`src/rtl/dmg_timer.sv`:
```
`default_nettype none
// ============================================================================
// Module  : dmg_timer
// Brief   : DMG divider, TIMA/TMA/TAC timer with delayed reload and IRQ pulse
// Revision: 1.0 - initial release
// ============================================================================
module dmg_timer #(
   parameter int DIV_WIDTH    = 16,
   parameter int RELOAD_DELAY = 4,
   parameter int INITIAL_DIV  = 0
) (
   input  logic       clk,
   input  logic       reset,
   input  logic       wr,
   input  logic [1:0] addr,
   input  logic [7:0] wdata,
   output logic [7:0] rdata,
   output logic       irq_timer
);

   localparam int CNT_W = (RELOAD_DELAY < 2) ? 1 : $clog2(RELOAD_DELAY + 1);
   localparam logic [CNT_W-1:0]     c_reload   = CNT_W'(RELOAD_DELAY);
   localparam logic [CNT_W-1:0]     c_cnt_one  = CNT_W'(1);
   localparam logic [DIV_WIDTH-1:0] c_init_div = DIV_WIDTH'(INITIAL_DIV);
   localparam logic [1:0] c_addr_div  = 2'd0;
   localparam logic [1:0] c_addr_tima = 2'd1;
   localparam logic [1:0] c_addr_tma  = 2'd2;
   localparam logic [1:0] c_addr_tac  = 2'd3;

   logic [DIV_WIDTH-1:0] r_div;
   logic [7:0]           r_tima;
   logic [7:0]           r_tma;
   logic [2:0]           r_tac;
   logic                 r_edge;
   logic [CNT_W-1:0]     r_count;
   logic                 r_irq;

   logic                 w_wr_div;
   logic                 w_wr_tima;
   logic                 w_wr_tma;
   logic                 w_wr_tac;
   logic                 w_tap;
   logic                 w_sig;
   logic                 w_tick;
   logic                 w_reload;
   logic [7:0]           w_tma_next;
   logic [7:0]           w_tima_next;
   logic [CNT_W-1:0]     w_count_next;
   logic                 w_irq_next;
   logic [7:0]           w_div_hi;

   assign w_wr_div  = wr && (addr == c_addr_div);
   assign w_wr_tima = wr && (addr == c_addr_tima);
   assign w_wr_tma  = wr && (addr == c_addr_tma);
   assign w_wr_tac  = wr && (addr == c_addr_tac);

   // DIV always exposes bits [15:8]; narrow dividers read back zero-padded.
   generate
      if (DIV_WIDTH >= 16) begin : g_div_wide
         assign w_div_hi = r_div[15:8];
      end else begin : g_div_narrow
         assign w_div_hi = {{(16-DIV_WIDTH){1'b0}}, r_div[DIV_WIDTH-1:8]};
      end
   endgenerate

   always_comb begin
      w_tap = 1'b0;
      case (r_tac[1:0])
         2'b00:   w_tap = r_div[9];
         2'b01:   w_tap = r_div[3];
         2'b10:   w_tap = r_div[5];
         default: w_tap = r_div[7];
      endcase
   end

   // Falling edge of the gated tap; DIV/TAC writes can fabricate a tick.
   assign w_sig      = r_tac[2] & w_tap;
   assign w_tick     = r_edge & ~w_sig;
   assign w_reload   = (r_count == c_cnt_one);
   assign w_tma_next = w_wr_tma ? wdata : r_tma;

   always_comb begin
      w_tima_next  = r_tima;
      w_count_next = (r_count != '0) ? (r_count - c_cnt_one) : '0;
      w_irq_next   = 1'b0;
      if (w_reload) begin
         w_tima_next = w_tma_next;
         w_irq_next  = 1'b1;
      end else if (w_wr_tima) begin
         w_tima_next  = wdata;
         w_count_next = '0;
      end else if (w_tick) begin
         w_tima_next = r_tima + 8'd1;
         if ((r_tima == 8'hFF) && (r_count == '0)) begin
            w_count_next = c_reload;
         end
      end
   end

   always_ff @(posedge clk) begin
      if (reset) begin
         r_div   <= c_init_div;
         r_tima  <= 8'h00;
         r_tma   <= 8'h00;
         r_tac   <= 3'b000;
         r_edge  <= 1'b0;
         r_count <= '0;
         r_irq   <= 1'b0;
      end else begin
         r_div   <= w_wr_div ? '0 : (r_div + DIV_WIDTH'(1));
         r_tima  <= w_tima_next;
         r_tma   <= w_tma_next;
         r_tac   <= w_wr_tac ? wdata[2:0] : r_tac;
         r_edge  <= w_sig;
         r_count <= w_count_next;
         r_irq   <= w_irq_next;
      end
   end

   always_comb begin
      rdata = 8'h00;
      case (addr)
         c_addr_div:  rdata = w_div_hi;
         c_addr_tima: rdata = r_tima;
         c_addr_tma:  rdata = r_tma;
         default:     rdata = {5'b11111, r_tac};
      endcase
   end

   assign irq_timer = r_irq;

endmodule
`default_nettype wire

```
`config.mk`:
```
export PLATFORM = sky130hd
export DESIGN_NAME = dmg_timer
export DESIGN_NICKNAME = d
export VERILOG_FILES = /design/src/rtl/dmg_timer.sv
export SDC_FILE = /design/constraint.sdc
export NUM_CORES = 1
export LEC_CHECK = 0
export BUFFER_PORTS_ARGS = -buffer_cell sky130_fd_sc_hd__buf_2
export CORE_ASPECT_RATIO = 0.9
export CORE_MARGIN = 5
export CORE_UTILIZATION = 50
export CTS_BUF_LIST = sky130_fd_sc_hd__clkbuf_2
export DETAILED_ROUTE_END_ITERATION = 10
export PLACE_DENSITY_LB_ADDON = 0.1
export SYNTH_ARGS = -nofsm -noshare
export SYNTH_HDL_FRONTEND = slang
export SYNTH_SLANG_ARGS = --single-unit
```
`constraint.sdc`:
```
create_clock -name clk -period 3.61 [get_ports clk]
set_input_delay 0.5415 -clock clk [delete_from_list [all_inputs] [get_ports clk]]
set_output_delay 0.5415 -clock clk [all_outputs]
set_load 0.05 [all_outputs]
```
==> qor.txt <==
Top-Level Pins -> 22
Filler Cell Count -> 378
Area of the multi-input gates -> 0.00113 sq mm
PostCTS Resize Cnt -> 0
Hold buffers post-CTS -> 0
Final antenna-violating net count -> 0
Core area -> 0.00378 sq mm
Diodes inserted -> 0
Post-synthesis register bit count -> 40
CP Capture Type -> output port
Remaining Overflow, GRT -> 0
Iter 0 DRT Violations -> 145
Layout area overhead -> 9.28%
DR pass1 iterations -> 4
Die X -> 76.6 microns
Number of H-tree levels -> 2
Vias per cell -> 5.57
Max Slew Vio Count -> 0
Async S/R FF share, synth -> 0
Sequential Area -> 801 sq um
Max-cap viol count -> 0
Layout cell share with drive strength beyond 1 -> 0.156
Final wirelength -> 4.70 mm
Maximum fanout along the worst path -> 7
Reg-to-reg startpoint -> r_count[0]
Post-Syn Nets -> 249
Tmin final -> 2.09 ns
Vias post-DR -> 1682
GRT Overall Usage -> 0.181
Final Cycle Share -> 0.578
Clk buf depth -> 2
Ys flop type -> dfxtp_1
Rel. slew slack -> 0.276
CTS clock-pin slew for the worst setup and hold paths -> 0.21 ns
Max rail drop VDD -> 212 uV
Post-synthesis sequential area ratio -> 0.402
Worst setup SP type -> flip-flop
HPWL after DPL -> 3.48 mm
Clock sink total -> 40
EDFF count, synth -> 0
Worst Path Required -> 3.07 ns
TritonCTS buffer count -> 5
WL per Instance -> 15.6 microns
Setup_tns -> 0 ns
RePlAce Congestion -> 0.859
Detailed-route DRC error count -> 0
Synthesized cell area -> 0.00199 sq mm
Worst Skew -> 0.0122 ns
FMAX -> 479 MHz
Critical path data arrival time -> 1.55 ns
First-pass GRT wire length -> 7.87 mm
Buffers on Ports -> 21
RSZ-0062 raised after global routing -> false
Die area -> 0.00535 sq mm
Clock Tree Root -> clkbuf_2
Worst-Margin Slew -> 1.08 ns
WHS -> 0.374 ns
Die height -> 69.9 microns
Synth Instances -> 234
Number of distinct library cells after synthesis -> 45
Worst skew pair latency -> 0.40 ns
Final Hold Vio Count -> 0
Leak -> 0.000851 uW
Initial antenna violation count -> 0
Hold WC Path Type -> primary input to flip-flop
Crit path kind -> flip-flop to output port
Post-CTS Setup Inserts -> 0
PD cells -> 381 mW/mm^2
# setup viols final -> 0
Syn_area_per_cell -> 8.52 sq um
Fin nets -> 270
Synth warn -> 0
Status -> finished clean
CTS tree -> built
Worst setup path startpoint -> r_tima[0]
Worst hold start -> wdata[3]
Initial Utilization -> 0.527
Rows -> 21
Vias in the first global route -> 1643
Final core occ -> 0.576
Largest net degree at the start of global routing -> 21
## power breakdown
group / internal [uW] / total (uW) / switching, uW
sequential: 453 / 467 / 13.8
clock: 119 / 267 / 148
combinational: 32.6 / 96.2 / 63.6
## registers in the layout, indices dropped and copies added, names as in the netlist
| signal | cells |
|---|---|
| r_div | 16 |
| r_tima | 8 |
| r_tma | 8 |
| r_count | 3 |
| r_tac | 3 |
| irq_timer | 1 |
| r_edge | 1 |
## synth_stat cells (2+ instances only)
cell,number,area (sq um)
nand2b_1,3,18.8
nor3_1,4,20.0
xnor2_1,8,70.1
nand3b_1,2,15.0
dfxtp_1,40,801
a211oi_1,2,15.0
nand3_1,13,65.1
nand4_1,4,25.0
a21oi_1,19,95.1
ha_1,2,25.0
o21ai_0,5,25.0
xor2_1,10,87.6
o22ai_1,2,12.5
mux4_2,3,67.6
clkbuf_1,3,11.3
and3_1,2,12.5
buf_6,2,22.5
inv_1,5,18.8
nor2_1,39,146
o221ai_1,3,26.3
nand2_1,29,109
mux2i_1,11,110
## layout by cell type (no fill, tap or decap), types with 5 or more instances in the layout
| cell | n |
|---|---|
| clkbuf_2 | 6 |
| nor2_1 | 39 |
| xnor2_1 | 8 |
| buf_2 | 21 |
| inv_1 | 5 |
| nand2_1 | 29 |
| dfxtp_1 | 40 |
| mux2i_1 | 11 |
| xor2_1 | 10 |
| nand3_1 | 13 |
| o21ai_0 | 5 |
| a21oi_1 | 19 |
## final timing paths
kind / end / slack, ns / depth (start not counted)
worst max-delay path: rdata[0] / 1.52 / 2
worst min-delay path: r_tma[3] / 0.37 / 3
worst max register to register: r_tima[6] / 1.58 / 5
worst min register to register: r_tma[3] / 0.49 / 2
## critical path: stages (launching register included)
cell     delay, ns
dfxtp_1       0.44
mux4_2        0.48
buf_2         0.22
## layout make-up
cell class                      instances  area share
Multi-Input combinational cell        182       0.520
Sequential cell                        40       0.367
Timing Repair Buffer                   21      0.0482
Tap cell                               46      0.0264
Clock inverter                          2      0.0161
Clock buffer                            6      0.0138
Inverter                                5     0.00861
## layer usage
layer | track usage | vias up | wire length (microns)
met4 | 0.0641 | 0 | 16
met1 | 0.258 | 767 | 2380
met5 | 0 | - | 0
met3 | 0.0476 | 5 | 251
met2 | 0.260 | 44 | 2060
li1 | - | 866 | -
## metrics by stage
step	std cells	total power, uW	cell area [sq um]	setup WS (ns)
6_report	302	830	2180	1.52
5_1_grt	302	871	2180	1.45
4_1_cts	302	840	2180	1.49
3_5_place_dp	294	571	2110	1.43
3_3_place_gp	294	570	2110	1.50
2_1_floorplan	234	542	1990	1.13
## cell families (layout without fill, tap and decap cells)
family	count (synthesis)	count (layout)	share of synthesized area
flip-flops	40	40	0.402
buffers and inverters	12	34	0.0307
AND/OR/NAND/NOR	103	103	0.235
XOR/XNOR	18	18	0.0790
AO/OA/AOI/OAI	44	44	0.144
adder cells (fa/ha/maj)	2	2	0.0125
multiplexers	15	15	0.0966
(Power assumes the default switching activity.)
